--- src/rtl/fetch_unit_pkg.sv ---
// Shared definitions for the fetch stage: NPC select codes (common with the
// hazard unit), FSM state encodings and the IF/ID slot layout.
package fetch_unit_pkg;

  localparam logic [2:0] NPC_PLUS4  = 3'b000;
  localparam logic [2:0] NPC_BRANCH = 3'b001;
  localparam logic [2:0] NPC_JUMP   = 3'b010;
  localparam logic [2:0] NPC_JALR   = 3'b100;

  localparam logic [31:0] NOP_INSTR_DEFAULT = 32'h0000_0013;

  typedef enum logic [1:0] {
    S_IDLE = 2'd0,
    S_REQ  = 2'd1,
    S_WAIT = 2'd2
  } fetch_state_e;

  typedef struct packed {
    logic [31:0] pc;
    logic [31:0] instr;
  } fetch_slot_t;

endpackage

--- src/rtl/fetch_unit_npc_target.sv ---
// Next-PC target selection: decodes npc_op into a redirect flag and target.
// Unknown encodings fall through as sequential fetch.
module npc_target
  import fetch_unit_pkg::*;
(
  input  logic [2:0]  npc_op_i,
  input  logic [31:0] npc_imm_i,
  input  logic [31:0] pc_id_i,
  input  logic [31:0] pc_ex_i,
  input  logic [31:0] alu_result_ex_i,
  output logic        redirect_o,
  output logic [31:0] target_o
);

  always_comb begin
    redirect_o = 1'b0;
    target_o   = '0;
    case (npc_op_i)
      NPC_BRANCH: begin
        redirect_o = 1'b1;
        target_o   = pc_ex_i + npc_imm_i;
      end
      NPC_JUMP: begin
        redirect_o = 1'b1;
        target_o   = pc_id_i + npc_imm_i;
      end
      NPC_JALR: begin
        redirect_o = 1'b1;
        target_o   = alu_result_ex_i & ~32'h1;
      end
      default: begin
        redirect_o = 1'b0;
        target_o   = '0;
      end
    endcase
  end

endmodule

--- src/rtl/fetch_unit.sv ---
// Fetch stage: owns the fetch PC, drives the instruction-memory handshake and
// fills IF/ID. At most one request is outstanding; a one-entry skid buffer
// absorbs a response that lands while IF is stalled.
module fetch_unit
  import fetch_unit_pkg::*;
#(
  parameter logic [31:0] RESET_PC  = 32'h0000_0000,
  parameter logic [31:0] NOP_INSTR = NOP_INSTR_DEFAULT
) (
  input  logic        clk,
  input  logic        rst,
  input  logic        stall_IF,
  input  logic        flush_IF,
  input  logic [2:0]  npc_op,
  input  logic [31:0] npc_imm,
  input  logic [31:0] pc_ID,
  input  logic [31:0] pc_EX,
  input  logic [31:0] alu_result_EX,
  output logic        imem_req,
  output logic [31:0] imem_addr,
  input  logic        imem_gnt,
  input  logic        imem_rvalid,
  input  logic [31:0] imem_rdata,
  output logic [31:0] pc_IF_ID,
  output logic [31:0] instr_IF_ID,
  output logic        valid_IF_ID
);

  fetch_state_e state_q, state_d;
  logic [31:0]  fetch_pc_q, fetch_pc_d;
  logic [31:0]  req_pc_q, req_pc_d;
  logic [31:0]  pend_pc_q, pend_pc_d;
  logic         pend_valid_q, pend_valid_d;
  logic         drop_q, drop_d;
  fetch_slot_t  buf_q, buf_d;
  logic         buf_valid_q, buf_valid_d;
  fetch_slot_t  ifid_q, ifid_d;
  logic         ifid_valid_q, ifid_valid_d;

  logic         npc_redirect;
  logic         redirect;
  logic [31:0]  target;
  logic         accept;
  logic         buf_fill;

  npc_target u_npc_target (
    .npc_op_i        (npc_op),
    .npc_imm_i       (npc_imm),
    .pc_id_i         (pc_ID),
    .pc_ex_i         (pc_EX),
    .alu_result_ex_i (alu_result_EX),
    .redirect_o      (npc_redirect),
    .target_o        (target)
  );

  // A stalled JAL in ID re-asserts its redirect later, so stalls mask it.
  assign redirect = npc_redirect && !stall_IF;
  assign accept   = (state_q == S_WAIT) && imem_rvalid && !drop_q && !redirect;
  assign buf_fill = accept && stall_IF && !flush_IF;

  always_comb begin
    state_d      = state_q;
    fetch_pc_d   = fetch_pc_q;
    req_pc_d     = req_pc_q;
    pend_pc_d    = pend_pc_q;
    pend_valid_d = pend_valid_q;
    drop_d       = drop_q;
    imem_req     = 1'b0;
    case (state_q)
      S_IDLE: begin
        state_d = S_REQ;
        if (redirect) fetch_pc_d = target;
      end
      S_REQ: begin
        imem_req = !buf_valid_q;
        if (imem_req && imem_gnt) begin
          state_d      = S_WAIT;
          req_pc_d     = fetch_pc_q;
          pend_valid_d = 1'b0;
          if (redirect) begin
            fetch_pc_d = target;
            drop_d     = 1'b1;
          end else if (pend_valid_q) begin
            fetch_pc_d = pend_pc_q;
          end else begin
            fetch_pc_d = fetch_pc_q + 32'd4;
          end
        end else if (imem_req && redirect) begin
          // Request already on the bus must not move; retarget after grant.
          pend_valid_d = 1'b1;
          pend_pc_d    = target;
          drop_d       = 1'b1;
        end else if (redirect) begin
          fetch_pc_d = target;
        end
      end
      S_WAIT: begin
        if (imem_rvalid) begin
          drop_d = 1'b0;
          if (redirect) begin
            fetch_pc_d = target;
            state_d    = S_REQ;
          end else if (!buf_valid_q && !buf_fill) begin
            imem_req = 1'b1;
            if (imem_gnt) begin
              req_pc_d   = fetch_pc_q;
              fetch_pc_d = fetch_pc_q + 32'd4;
            end else begin
              state_d = S_REQ;
            end
          end else begin
            state_d = S_REQ;
          end
        end else if (redirect) begin
          fetch_pc_d = target;
          drop_d     = 1'b1;
        end
      end
      default: state_d = S_IDLE;
    endcase
  end

  always_comb begin
    ifid_d       = ifid_q;
    ifid_valid_d = ifid_valid_q;
    buf_d        = buf_q;
    buf_valid_d  = buf_valid_q;
    if (flush_IF) begin
      ifid_valid_d = 1'b0;
      ifid_d.instr = NOP_INSTR;
      buf_valid_d  = 1'b0;
    end else if (stall_IF) begin
      if (buf_fill) begin
        buf_valid_d = 1'b1;
        buf_d.pc    = req_pc_q;
        buf_d.instr = imem_rdata;
      end
    end else if (buf_valid_q) begin
      ifid_d       = buf_q;
      ifid_valid_d = 1'b1;
      buf_valid_d  = 1'b0;
    end else if (accept) begin
      ifid_d.pc    = req_pc_q;
      ifid_d.instr = imem_rdata;
      ifid_valid_d = 1'b1;
    end else begin
      ifid_valid_d = 1'b0;
      ifid_d.instr = NOP_INSTR;
    end
    if (redirect) buf_valid_d = 1'b0;
  end

  always_ff @(posedge clk) begin
    if (rst) begin
      state_q      <= S_IDLE;
      fetch_pc_q   <= RESET_PC;
      req_pc_q     <= RESET_PC;
      pend_pc_q    <= RESET_PC;
      pend_valid_q <= 1'b0;
      drop_q       <= 1'b0;
      buf_q        <= '{pc: 32'h0, instr: NOP_INSTR};
      buf_valid_q  <= 1'b0;
      ifid_q       <= '{pc: 32'h0, instr: NOP_INSTR};
      ifid_valid_q <= 1'b0;
    end else begin
      state_q      <= state_d;
      fetch_pc_q   <= fetch_pc_d;
      req_pc_q     <= req_pc_d;
      pend_pc_q    <= pend_pc_d;
      pend_valid_q <= pend_valid_d;
      drop_q       <= drop_d;
      buf_q        <= buf_d;
      buf_valid_q  <= buf_valid_d;
      ifid_q       <= ifid_d;
      ifid_valid_q <= ifid_valid_d;
    end
  end

  assign imem_addr   = fetch_pc_q;
  assign pc_IF_ID    = ifid_q.pc;
  assign instr_IF_ID = ifid_q.instr;
  assign valid_IF_ID = ifid_valid_q;

endmodule

--- config.mk ---
export PLATFORM = sky130hd
export DESIGN_NAME = fetch_unit
export DESIGN_NICKNAME = d
export VERILOG_FILES = /design/src/rtl/fetch_unit_pkg.sv /design/src/rtl/fetch_unit_npc_target.sv /design/src/rtl/fetch_unit.sv
export SDC_FILE = /design/constraint.sdc
export NUM_CORES = 1
export LEC_CHECK = 0
export BUFFER_PORTS_ARGS = -buffer_cell sky130_fd_sc_hd__buf_2
export CAP_MARGIN = 10
export CORE_AREA = 5 5 152 154
export CTS_CLUSTER_SIZE = 10
export DETAILED_ROUTE_END_ITERATION = 16
export DIE_AREA = 0 0 157 159
export PLACE_DENSITY = 0.88
export SYNTH_ARGS = -nofsm -noshare
export SYNTH_HDL_FRONTEND = slang
export SYNTH_SLANG_ARGS = --single-unit
--- constraint.sdc ---
create_clock -name clk -period 7.9 [get_ports clk]
set_input_delay 1.975 -clock clk [delete_from_list [all_inputs] [get_ports clk]]
set_output_delay 1.975 -clock clk [all_outputs]
set_load 0.03 [all_outputs]
# After elaboration in Yosys (flattened, before gate mapping)
# Cells that the tools add are included.
# classes
n_addsub	3
mul	0
div_mod_pow	0
n_lt_le_gt_ge	0
n_eq_ne	15
shift	0
muxes	39
bitwise	3
reduce_logical	31
# op_table
cell	n
32-bit two-way mux	16
32-bit one-hot mux with 3 select lines	2
32-bit adder	2
64-bit two-way mux	1
32-bit one-hot mux with 2 select lines	1
32-bit by 3-bit adder with 32-bit output (second input constant)	1
3-bit AND reduction	4
1-bit two-way mux	11
2-bit two-way mux	5
1-bit logical AND	9
2-bit != test (second input constant)	4
4-bit != test (second input constant)	2
1-bit zero test	6
3-bit != test (second input constant)	2
2-bit one-hot mux with 3 select lines	1
6-bit AND reduction	1
2-bit nonzero test	3
4-bit by 3-bit != test with 1-bit output (second input constant)	1
1-bit one-hot mux with 2 select lines	2
2-bit AND reduction	2
4-bit AND reduction	1
4-bit OR reduction	1
3-bit by 1-bit == test with 1-bit output (second input constant)	1
3-bit by 2-bit == test with 1-bit output (second input constant)	1
9 further kinds	11
# totals
regBits	230
latch_bits	0
ram_bits	0
romBits	0
input_bits	169
output_inout_bits	98
elab_cells	103
n_memories	0

# Depth between registers and ports, before layout
# Gate-level depths: netlist of run 1.
# logic_depth
ltp_word	14
mapped_depth	14
ltp_nobuf	13

# By module
# From an unflattened synthesis of run 1, not the netlist that was laid out.
# hier_totals
cells_unflattened	1634
area_unflattened_um2	13010.0
# by_module_without_submodules
mod	instances	cells_each	area_each_um2	seq_area_each_um2
fetch_unit	1	1283	10556.4	4604.4
npc_target	1	351	2453.6	0.0

# Worst setup path before layout of run 1
# OpenSTA, ideal clock, no wires.
# synth_timing
kind	input to output
start	input npc_op[0]
end	output imem_req
t_arrival_ps	3524
required_ps	5925
path_slack_ps	2401
cell_stages	7
n_path_buf	1
path_cell_list	xor2_1 and2b_1 buf_6 o21a_2 nor2_2 a21oi_1 nor3_1
# synth_between
elab_chain_len	14
word_cells_on_any_way	16
cone_classes	eq/ne (3); mux (5); reduce/logical (8)
# synth_lines
item	line_no	text
start, declared	fetch_unit.sv:14	input logic [2:0] npc_op,
3-bit by 1-bit == test with 1-bit output, or another cell as far along	fetch_unit_npc_target.sv:18	case (npc_op_i)
3-bit OR reduction (no source line) (*)	-	
1-bit two-way mux (*)	fetch_unit_npc_target.sv:18	
1-bit logical AND (*)	fetch_unit.sv:57	assign redirect = npc_redirect && !stall_IF;
1-bit zero test	fetch_unit.sv:58	assign accept = (state_q == S_WAIT) && imem_rvalid && !drop_q && !redirect;
1-bit logical AND	fetch_unit.sv:58	
1-bit logical AND (2 in a row)	fetch_unit.sv:59	assign buf_fill = accept && stall_IF && !flush_IF;
1-bit zero test	fetch_unit.sv:103	end else if (!buf_valid_q && !buf_fill) begin
1-bit logical AND	fetch_unit.sv:103	
1-bit two-way mux	fetch_unit.sv:103	
1-bit two-way mux (*)	fetch_unit.sv:100	if (redirect) begin
1-bit two-way mux (*)	fetch_unit.sv:98	if (imem_rvalid) begin
1-bit one-hot mux with 2 select lines (*)	fetch_unit.sv:69	case (state_q)
end, declared	fetch_unit.sv:19	output logic imem_req,
# Every way passes the cells marked *; elsewhere a longest branch is shown, timed or not.

# Final worst setup path of run 1
# Ends and elaborated chain as after synthesis.

==> summary.md, run 1 <==
| Metric | Value |
|---|---|
| Max Fclk | `~160 MHz` |
| Yosys cell types | `75` |
| Clock Sinks | `230` |
| DIE HEIGHT | `159 µm` |
| Commonest non-fill, non-tap cell in the layout | `nand2_1` |
| Core area | `around 22000 µm²` |
| Iter 0 DRT Violations | `1292` |
| Pin count of the biggest net entering global routing | `114` |
| Multiplexer share of the synthesized area | `between 5 and 6%` |
| Crit-path leading delay family | `compound AO/OA/AOI/OAI gates` |
| Design Power | `between 3 and 4 mW` |
| Synth Area in XOR/XNOR | `around 3.4%` |
| Worst r2r path cells | `9` |
| Normalized max-slew margin | `a little over a quarter` |
| WS Path Type | `input pin to primary output` |
| Core Rows | `54` |
| Crit. path cell count | `9` |
| Antenna viol nets, final | `0` |
| Post-route insts no fill | `between 2000 and 2500` |
| Setup crit start kind | `input pin` |
| Gate Count Post-Synth | `between 1500 and 2000` |
| Post-CTS setup buffer count | `0` |
| Worst skew pair latency | `between 0.5 and 0.6 ns` |
| Synth Area in Compound Gates | `between 20% and 30%` |
| Total CTS buffers | `27` |
| CP most frequent cell | `buf_2` |
| CTS Hold Bufs | `0` |
| Worst Skew | `~0.014 ns` |
| Layout Utilization | `68.41%` |
| Netlist Area Pre-Place | `about 13000 µm²` |
| Final hold vios | `0` |
| Via count | `13120` |
| GRT Total Usage | `29.94%` |
| Nets | `roughly 2000` |
| Ys flop type | `dfxtp_1` |
| Reg-to-reg startpoint | `state_q[0]$_SDFFE_PP0P_` |
| Initial antenna violation count | `3` |
| Final-report setup violation count | `0` |
| Syn Nets | `around 1800` |
| Largest family of logic cells by synthesized area | `compound AO/OA/AOI/OAI gates` |
| Ratio of cells with drive above 1 in the final layout | `20.72%` |
| Number of synthesized register bits | `230` |
| EDFF count, synth | `0` |
| Clk root buf | `clkbuf_16` |
| Hold Path End | `buf_q[42]$_SDFFE_PP0P_` |
| Status | `completed` |
| Hold crit path type | `flop to flop` |
| Hold_ws | `approximately 0.45 ns` |
| Final GP Congestion | `around 0.96` |
| CTS tree | `yes` |
| Share of flip-flops with an asynchronous set or reset | `0%` |
| Area growth from synthesis to final layout | `16.37%` |
| TNS Setup | `0 ns` |
| Synth Area in Adders | `approximately 4.3%` |
| Post-synthesis average cell area | `7.865 µm²` |
| Leakage | `5.756 nW` |
| # IOs | `267` |
| Yosys warns | `0` |
| Max-slew violations | `0` |
| Synth top area cells | `dfxtp_1 36%, nand2_1 8.7%, a21oi_1 7.3%` |
| First-pass GRT wire length | `62640 µm` |
| Max incr delay on CP | `between 0.6 and 0.7 ns` |
| Final period utilization | `~78%` |
| CP max FO | `36` |
| CTS Buffer Depth | `3` |
| Maximum VDD drop | `220.1 µV` |
| Vias in the first global route | `~12000` |
| CP arrival | `4.17 ns` |
| WP data required | `roughly 6 ns` |
| Grt total ovfl | `0` |
| Most frequent cells in the layout | `293 x nand2_1, 264 x buf_2, 229 x dfxtp_1, 185 x a21oi_1, 134 x nor2_1` |
| Cell Chain, Critical Path | `buf_2 > xor2_1 > and2b_1 > buf_4 > o21a_2 > nor2_2 > a21oi_1 > nor3_1 > buf_2` |
| R2R Path End | `req_pc_q[13]$_SDFFE_PP0P_` |
| Vias per cell | `around 6.3` |
| Worst-margin pin slew | `1.101 ns` |
| Synth area leader | `dfxtp_1` |
| Yosys top cell area share | `~36%` |
| Max Cap Violations | `0` |
| Die width | `~160 µm` |
| H-tree Lvls | `1` |
| R2R setup slack | `a little over 4 ns` |
| IO Port Bufs | `~270` |
| Tmin final | `6.147 ns` |
| Power density over the cells | `between 200 and 250 nW/µm²` |
| Dpl hpwl | `around 28000 µm` |
| Seq/Total Area, Yosys | `a little over a third` |
| Starting density of the core | `58.79%` |
| Routed len/inst | `about 19 µm` |
| Initial DRT Pass Iterations | `6` |
| Critical Path End Type | `primary output` |
| Overall die area | `roughly 25000 µm²` |
| CP max stage cell | `o21a_2` |
| CP bufs+invs | `3` |
| DR DRC count | `0` |
| Post-synthesis simple-gate area fraction | `between 10% and 20%` |
| Reg clk slew, reported paths | `0.05 ns` |
| Placed cells | `roughly 2100` |
| RSZ-0062 raised after global routing | `false` |
| Total Wirelength | `around 39000 µm` |
| Hold depth | `2` |
| Min-delay src | `buf_q[42]$_SDFFE_PP0P_` |
| CTS resizes | `0` |
==> worst max path at each step <==
stage	endpoint	slack, ns	start
2_1_floorplan	imem_req	2.40	npc_op[0]
3_3_place_gp	imem_addr[28]$_SDFFE_PP0P_	1.70	npc_op[1]
3_5_place_dp	imem_addr[28]$_SDFFE_PP0P_	1.55	npc_op[1]
4_1_cts	imem_req	1.81	npc_op[0]
5_1_grt	imem_req	1.65	npc_op[0]
6_report	imem_req	1.75	npc_op[0]
==> area by class of cell <==
cell class,count,area (µm²)
diodes,2,5.005
clock buffers,30,696.9
clock inverters,1,8.758
fillers,1756,6808
inverters,21,78.83
multi-input cells,1245,7533
flip-flops and latches,230,4608
well taps,280,350.3
repair buffers,283,1464
==> stage by stage <==
step | cell area, µm² | worst slack [ns]
2_1_floorplan | 12670 | 2.401
3_3_place_gp | 14030 | 1.700
3_5_place_dp | 14030 | 1.553
4_1_cts | 14740 | 1.815
5_1_grt | 14750 | 1.649
6_report | 14750 | 1.753
==> Yosys cell counts, drive strengths merged (5+ instances only) <==
cell / n
o211ai: 11
nand3: 27
nand2b: 9
a21oi: 189
nor3: 16
o31ai: 5
nor2: 139
o21ai: 120
clkbuf: 82
or2: 7
nand4: 17
nand2: 293
xnor2: 26
mux2: 31
a211oi: 54
mux2i: 34
inv: 20
a21o: 26
dfxtp: 230
a31oi: 17
and3: 7
ha: 42
a22oi: 29
nor4: 5
o21a: 5
xor2: 23
a221oi: 12
o22ai: 10
buf: 33
a221o: 37
==> where the power goes <==
part	switching (mW)	internal [mW]	total (mW)
Combinational	0.701	0.340	1.04
Clock	0.448	0.611	1.06
Sequential	0.0946	1.23	1.32
Total	1.24	2.18	3.42
==> state kept, by name, indices dropped and copies added, names as in the netlist, named ones only <==
register / cells
req_pc_q: 32
instr_IF_ID: 32
drop_q: 1
state_q: 2
buf_valid_q: 1
pend_valid_q: 1
valid_IF_ID: 1
imem_addr: 31
pc_IF_ID: 32
buf_q: 64
pend_pc_q: 32
==> worst min-delay path, delay by kind of cell (launching register included) <==
family          cells  cell delay [ns]
flops               1             0.30
simple gates        1             0.05
compound gates      1             0.05
==> metal layers <==
metal	up-vias	global-route usage, %	wire length, µm
met4	2	13.06	1846
met5	-	0	13
met3	163	5.491	4166
li1	6187	-	-
met1	5964	38.99	15310
met2	801	48.44	18140
==> logic make-up after synthesis <==
| group | count (synthesis) |
|---|---|
| compound gates | 551 |
| simple gates | 537 |
| flops | 230 |
| buf+inv | 136 |
| mux | 65 |
| xor+xnor | 49 |
| fa+ha+maj | 43 |
Note: power is estimated with default switching activity, not from simulation.
==> run 2: changes to the inputs <==
--- a/config.mk
+++ b/config.mk
@@ -5,13 +5,14 @@
 export SDC_FILE = /design/constraint.sdc
 export NUM_CORES = 1
 export LEC_CHECK = 0
+export ABC_AREA = 1
 export BUFFER_PORTS_ARGS = -buffer_cell sky130_fd_sc_hd__buf_2
 export CAP_MARGIN = 10
-export CORE_AREA = 5 5 152 154
+export CORE_AREA = 5 5 163 165
 export CTS_CLUSTER_SIZE = 10
 export DETAILED_ROUTE_END_ITERATION = 16
-export DIE_AREA = 0 0 157 159
-export PLACE_DENSITY = 0.88
+export DIE_AREA = 0 0 168 170
+export PLACE_DENSITY = 0.84
 export SYNTH_ARGS = -nofsm -noshare
 export SYNTH_HDL_FRONTEND = slang
 export SYNTH_SLANG_ARGS = --single-unit
==> constraint.sdc (replaced) <==
create_clock -name clk -period 6.05 [get_ports clk]
set_input_delay 1.5125 -clock clk [delete_from_list [all_inputs] [get_ports clk]]
set_output_delay 1.5125 -clock clk [all_outputs]
set_load 0.03 [all_outputs]
==> summary.md, run 2 <==
| Metric | Value |
|---|---|
| Status | `completed` |
| Tmin final | `4.907 ns` |
| Worst-margin pin slew | `1.204 ns` |
| Final hold vios | `0` |
| Reg-to-reg startpoint | `state_q[0]$_SDFFE_PP0P_` |
| Ratio of cells with drive above 1 in the final layout | `around 15%` |
| WS Path Type | `input pin to primary output` |
| Gate Count Post-Synth | `approximately 2300` |
| Most frequent cells in the layout | `656 x nand2_1, 265 x buf_2, 229 x dfxtp_1, 227 x nor2_1, 212 x inv_1` |
| Number of synthesized register bits | `230` |
| CP max FO | `26` |
| Total CTS buffers | `27` |
| Max-slew violations | `0` |
| Internal power | `about 3.0 mW` |
| Max Cap Violations | `0` |
| Min-delay src | `pend_pc_q[1]$_SDFFE_PP0P_` |
| Post-CTS setup buffer count | `0` |
| Total Wirelength | `about 45000 µm` |
| Ys flop type | `dfxtp_1` |
| DR DRC count | `0` |
| Power density over the cells | `a little over 300 nW/µm²` |
| Overall die area | `~29000 µm²` |
| Die width | `approximately 170 µm` |
| EDFF count, synth | `0` |
| Pin count of the biggest net entering global routing | `97` |
| Seq/Total Area, Yosys | `between 30% and 40%` |
| H-tree Lvls | `1` |
| CTS Buffer Depth | `3` |
| Fillers | `around 2300` |
| IO Port Bufs | `265` |
| Iter 0 DRT Violations | `approximately 1600` |
| Area growth from synthesis to final layout | `15.13%` |
| Grt total ovfl | `0` |
| Final period utilization | `between 80% and 90%` |
| Hold crit path type | `flop to flop` |
| Final GP Congestion | `between 0.9 and 1` |
| Reg clk slew, reported paths | `approximately 0.05 ns` |
| TNS Setup | `0 ns` |
| Comb pwr share | `about a third` |
| Yosys cell types | `50` |
| GRT Total Usage | `a little under a third` |
| Share of flip-flops with an asynchronous set or reset | `0%` |
| Antenna viol nets, final | `0` |
| Setup crit start kind | `input pin` |
| Psw | `just under 2 mW` |
| Design Power | `4.952 mW` |
| Syn Nets | `2479` |
| Commonest non-fill, non-tap cell in the layout | `nand2_1` |
| Worst skew pair latency | `about 0.54 ns` |
| Yosys top cell area share | `approximately a third` |
| DIE HEIGHT | `170 µm` |
| Synth area leader | `dfxtp_1` |
| CTS Hold Bufs | `0` |
| CP Launch Point | `npc_op[0]` |
| Yosys warns | `0` |
| Via count | `~16000` |
| Initial DRT Pass Iterations | `6` |
| Synth top area cells | `dfxtp_1 33%, nand2_1 18%, a21oi_1 6.9%` |
| Clock Sinks | `230` |
| Top reg by flops | `buf_q` |
| Vias in the first global route | `14920` |
| Post-synthesis average cell area | `between 6 and 7 µm²` |
| RSZ-0062 raised after global routing | `false` |
| Critical Path End Type | `primary output` |
| Top cells by count, synth | `656 x nand2_1, 230 x dfxtp_1, 228 x nor2_1` |
| Starting density of the core | `between 50 and 60%` |
| Leakage | `between 7 and 8 nW` |
| Clock power share | `slightly below 30%` |
| Initial antenna violation count | `6` |
| Normalized max-slew margin | `19.65%` |
| CP arrival | `~3.4 ns` |
| Max FFs per register | `64` |
| Clk root buf | `clkbuf_16` |
| Vias per cell | `between 5 and 6` |
| First-pass GRT wire length | `about 73000 µm` |
| Sw Ratio | `~39%` |
| Core area | `24890 µm²` |
| Count leader, synth | `nand2_1` |
| CTS resizes | `0` |
| Core Rows | `58` |
| Max Fclk | `about 200 MHz` |
| CTS tree | `yes` |
| Seq pwr share | `between 30 and 40%` |
| R2R setup slack | `2.59 ns` |
| # IOs | `267` |
| Nets | `around 2700` |
| Netlist Area Pre-Place | `approximately 14000 µm²` |
| WP data required | `~4.5 ns` |
| Routed len/inst | `16.18 µm` |
| Maximum VDD drop | `approximately 250 µV` |
| Worst Skew | `between 0.015 and 0.02 ns` |
| Dpl hpwl | `32490 µm` |
| Final-report setup violation count | `0` |
-- run 2: cell count changes after synthesis, moves of 22 or more --
cell,delta
o21ai_0,+68
a22oi_1,-25
nand2_1,+363
a221o_1,-37
xnor2_1,-22
o21ai_1,+42
nor2_1,+93
a211oi_1,-53
a21o_1,-25
mux2_2,-31
o211ai_1,+23
mux2i_1,-34
inv_1,+194
nand3_1,+148
-- run 2: kinds of logic (layout without fill, tap and decap cells) --
group | after synthesis | count (layout) | share of synthesized area [%]
flip-flops | 230 | 230 | 32.87
adder cells (fa/ha/maj) | 43 | 43 | 3.895
buffers and inverters | 348 | 539 | 9.853
AO/OA/AOI/OAI | 513 | 513 | 19.67
XOR/XNOR | 10 | 10 | 0.6253
other | 0 | 6 | 0
AND/OR/NAND/NOR | 1123 | 1123 | 33.08
-- run 2: power groups by stage --
stage	logic, mW	registers [mW]	clock network (mW)
2_1_floorplan	1.06	1.95	0
3_3_place_gp	1.57	1.88	0
3_5_place_dp	1.61	1.89	0
4_1_cts	1.62	1.86	1.46
5_1_grt	1.81	1.89	1.51
6_report	1.64	1.87	1.44
-- run 2: worst paths after layout --
path	cells past startpoint	to
setup / recovery	12	imem_req
hold / removal	2	pend_pc_q[1]$_SDFFE_PP0P_
setup reg to reg	12	req_pc_q[18]$_SDFFE_PP0P_
hold reg to reg	2	pend_pc_q[1]$_SDFFE_PP0P_
-- run 2: per-layer routing --
| metal | track usage (%) | vias up | share of wire (%) |
|---|---|---|---|
| li1 | - | 7761 | - |
| met1 | 39.24 | 7112 | 41 |
| met2 | 49.72 | 807 | 45 |
| met3 | 5.157 | 153 | 9.3 |
| met4 | 13.20 | 2 | 4.3 |
| met5 | 0 | - | 0.029 |
-- run 2: stage by stage --
stage | hold WS (ns) | cells | setup slack, ns | area, µm² | utilization [%]
2_1_floorplan | 0.4236 | 2267 | 1.572 | 14010 | -
3_3_place_gp | 0.4323 | 2755 | 1.217 | 15340 | 61.64
3_5_place_dp | 0.4419 | 2755 | 1.200 | 15340 | 61.64
4_1_cts | 0.4525 | 2787 | 1.168 | 16090 | 64.64
5_1_grt | 0.4833 | 2792 | 0.9609 | 16120 | 64.76
6_report | 0.4510 | 2794 | 1.143 | 16130 | 64.78
-- run 2: critical path, stage by stage --
cell,delay [ns]
buf_2,0.09
inv_2,0.05
nand2_1,0.10
nor2_4,0.05
nor2_4,0.30
nand2_2,0.18
nand2_4,0.33
inv_4,0.05
nor2_2,0.12
nand2_1,0.06
a211oi_1,0.25
buf_2,0.27
-- run 2: area by class of cell --
type	count	area, µm²	area share [%]
Clock inverter	3	55.05	0.3414
Antenna cell	6	15.01	0.09311
Sequential cell	230	4606	28.56
Inverter	226	852.1	5.284
Multi-Input combinational cell	1689	8033	49.81
Tap cell	330	412.9	2.561
Timing Repair Buffer	281	1459	9.047
Clock buffer	29	693.2	4.299
==> run 3: changes to the inputs <==
==> constraint.sdc (replaced) <==
create_clock -name clk -period 4.6 [get_ports clk]
set_input_delay 1.15 -clock clk [delete_from_list [all_inputs] [get_ports clk]]
set_output_delay 1.15 -clock clk [all_outputs]
set_load 0.03 [all_outputs]
==> summary.md, run 3 (same netlist as run 2, synthesis figures left out) <==
| Metric | Value |
|---|---|
| Fillers | `2310` |
| WS Path Type | `input pin to primary output` |
| CTS tree | `yes` |
| CP arrival | `roughly 2.9 ns` |
| Max Fclk | `between 200 and 250 MHz` |
| Die width | `roughly 170 µm` |
| DR DRC count | `0` |
| Maximum VDD drop | `approximately 300 µV` |
| Nets | `approximately 2700` |
| Power density over the cells | `about 400 nW/µm²` |
| Final-report setup violation count | `0` |
| Top reg by flops | `buf_q` |
| GRT Total Usage | `30.48%` |
| Starting density of the core | `a little under three fifths` |
| Iter 0 DRT Violations | `1867` |
| Final hold vios | `0` |
| R2R setup slack | `about 1.8 ns` |
| Commonest non-fill, non-tap cell in the layout | `nand2_1` |
| IO Port Bufs | `265` |
| DIE HEIGHT | `between 150 and 200 µm` |
| RSZ-0062 raised after global routing | `false` |
| Final period utilization | `between 80% and 90%` |
| Worst skew pair latency | `0.54 ns` |
| Initial antenna violation count | `5` |
| Status | `completed` |
| Most frequent cells in the layout | `656 x nand2_1, 265 x buf_2, 229 x dfxtp_1, 227 x nor2_1, 212 x inv_1` |
| Clk root buf | `clkbuf_16` |
| Initial DRT Pass Iterations | `9` |
| Tmin final | `slightly above 4 ns` |
| WP data required | `between 3 and 4 ns` |
| Max-slew violations | `0` |
| Core Rows | `between 50 and 60` |
| CTS Buffer Depth | `3` |
| Max FFs per register | `64` |
| Overall die area | `28560 µm²` |
| Vias per cell | `5.665` |
| Final GP Congestion | `roughly 1` |
| Reg clk slew, reported paths | `~0.05 ns` |
| Worst Skew | `roughly 0.013 ns` |
| Routed len/inst | `around 16 µm` |
| Total Wirelength | `between 40000 and 50000 µm` |
| Worst-margin pin slew | `between 1 and 1.5 ns` |
| H-tree Lvls | `1` |
| Total CTS buffers | `27` |
| Pin count of the biggest net entering global routing | `75` |
| Hold_ws | `about 0.45 ns` |
| # IOs | `267` |
| Leakage | `between 7 and 8 nW` |
| First-pass GRT wire length | `around 73000 µm` |
| Post-CTS setup buffer count | `0` |
| TNS Setup | `0 ns` |
| Max Cap Violations | `0` |
| Register area | `4606 µm²` |
| Core area | `approximately 25000 µm²` |
| Grt total ovfl | `0` |
| CTS Hold Bufs | `0` |
| Clock Sinks | `230` |
| Hold crit path type | `flop to flop` |
| Vias in the first global route | `about 15000` |
| CTS resizes | `0` |
| Critical Path End Type | `primary output` |
| Setup crit start kind | `input pin` |
| Area growth from synthesis to final layout | `15.69%` |
| Ratio of cells with drive above 1 in the final layout | `around 15%` |
| Area of the multi-input gates | `roughly 8000 µm²` |
| Normalized max-slew margin | `a little under a third` |
| Antenna viol nets, final | `0` |
| Via count | `15860` |
| Dpl hpwl | `approximately 33000 µm` |
| CP max FO | `32` |
[run 3: worst max-delay path: stages]
cell and delay, ns:
buf_2 0.12, nand2_1 0.11, nor2_4 0.03, buf_4 0.23
nor2_4 0.37, nand2_2 0.18, nand2_4 0.11, inv_4 0.03
nor2_2 0.10, nand2_1 0.07, a211oi_1 0.18, buf_2 0.25
[run 3: cell type report]
cell class                 count  share of cell area [%]
multi-input combinational   1689                   49.58
sequential                   230                   28.42
timing repair buffer         289                   9.529
inverter                     226                   5.259
clock buffer                  29                   4.278
tap                          330                   2.548
clock inverter                 3                  0.3398
antenna                        3                 0.04633
[run 3: per-stage QoR]
stage                     utilization [%]  cells  instance area, µm²  power [mW]  setup slack [ns]
after global routing                65.09   2798               16200       6.898            0.3879
after detailed placement            62.06   2764               15450       4.637            0.3951
after floorplan                         -   2267               14010       3.953            0.8471
final                               65.10   2799               16200       6.561            0.5076
after global placement              62.06   2764               15450       4.598            0.4918
after CTS                           65.06   2796               16200       6.529            0.4839
[run 3: routing by layer]
layer / share of wire (%) / GRT usage (%) / up-vias
met4: 3.7 / 11.54 / 4
met3: 9.1 / 5.110 / 134
met2: 46 / 50.23 / 798
met1: 41 / 40.30 / 7141
li1: - / - / 7778
met5: 0.059 / 0 / -
[run 3: where the power goes]
part           total, mW  internal [mW]  switching (mW)
Sequential          2.46           2.18           0.283
Clock               1.91           1.11           0.796
Combinational       2.19          0.680            1.51
Total               6.56           3.97            2.59
[run 3: path summary, 6_finish.rpt]
kind	startpoint	end	cells after the start
worst max-delay path	npc_op[1]	imem_req	12
worst min-delay path	pend_pc_q[0]$_SDFFE_PP0P_	pend_pc_q[0]$_SDFFE_PP0P_	2
worst max register to register	state_q[0]$_SDFFE_PP0P_	imem_addr[8]$_SDFFE_PP0P_	14
worst min register to register	pend_pc_q[0]$_SDFFE_PP0P_	pend_pc_q[0]$_SDFFE_PP0P_	2
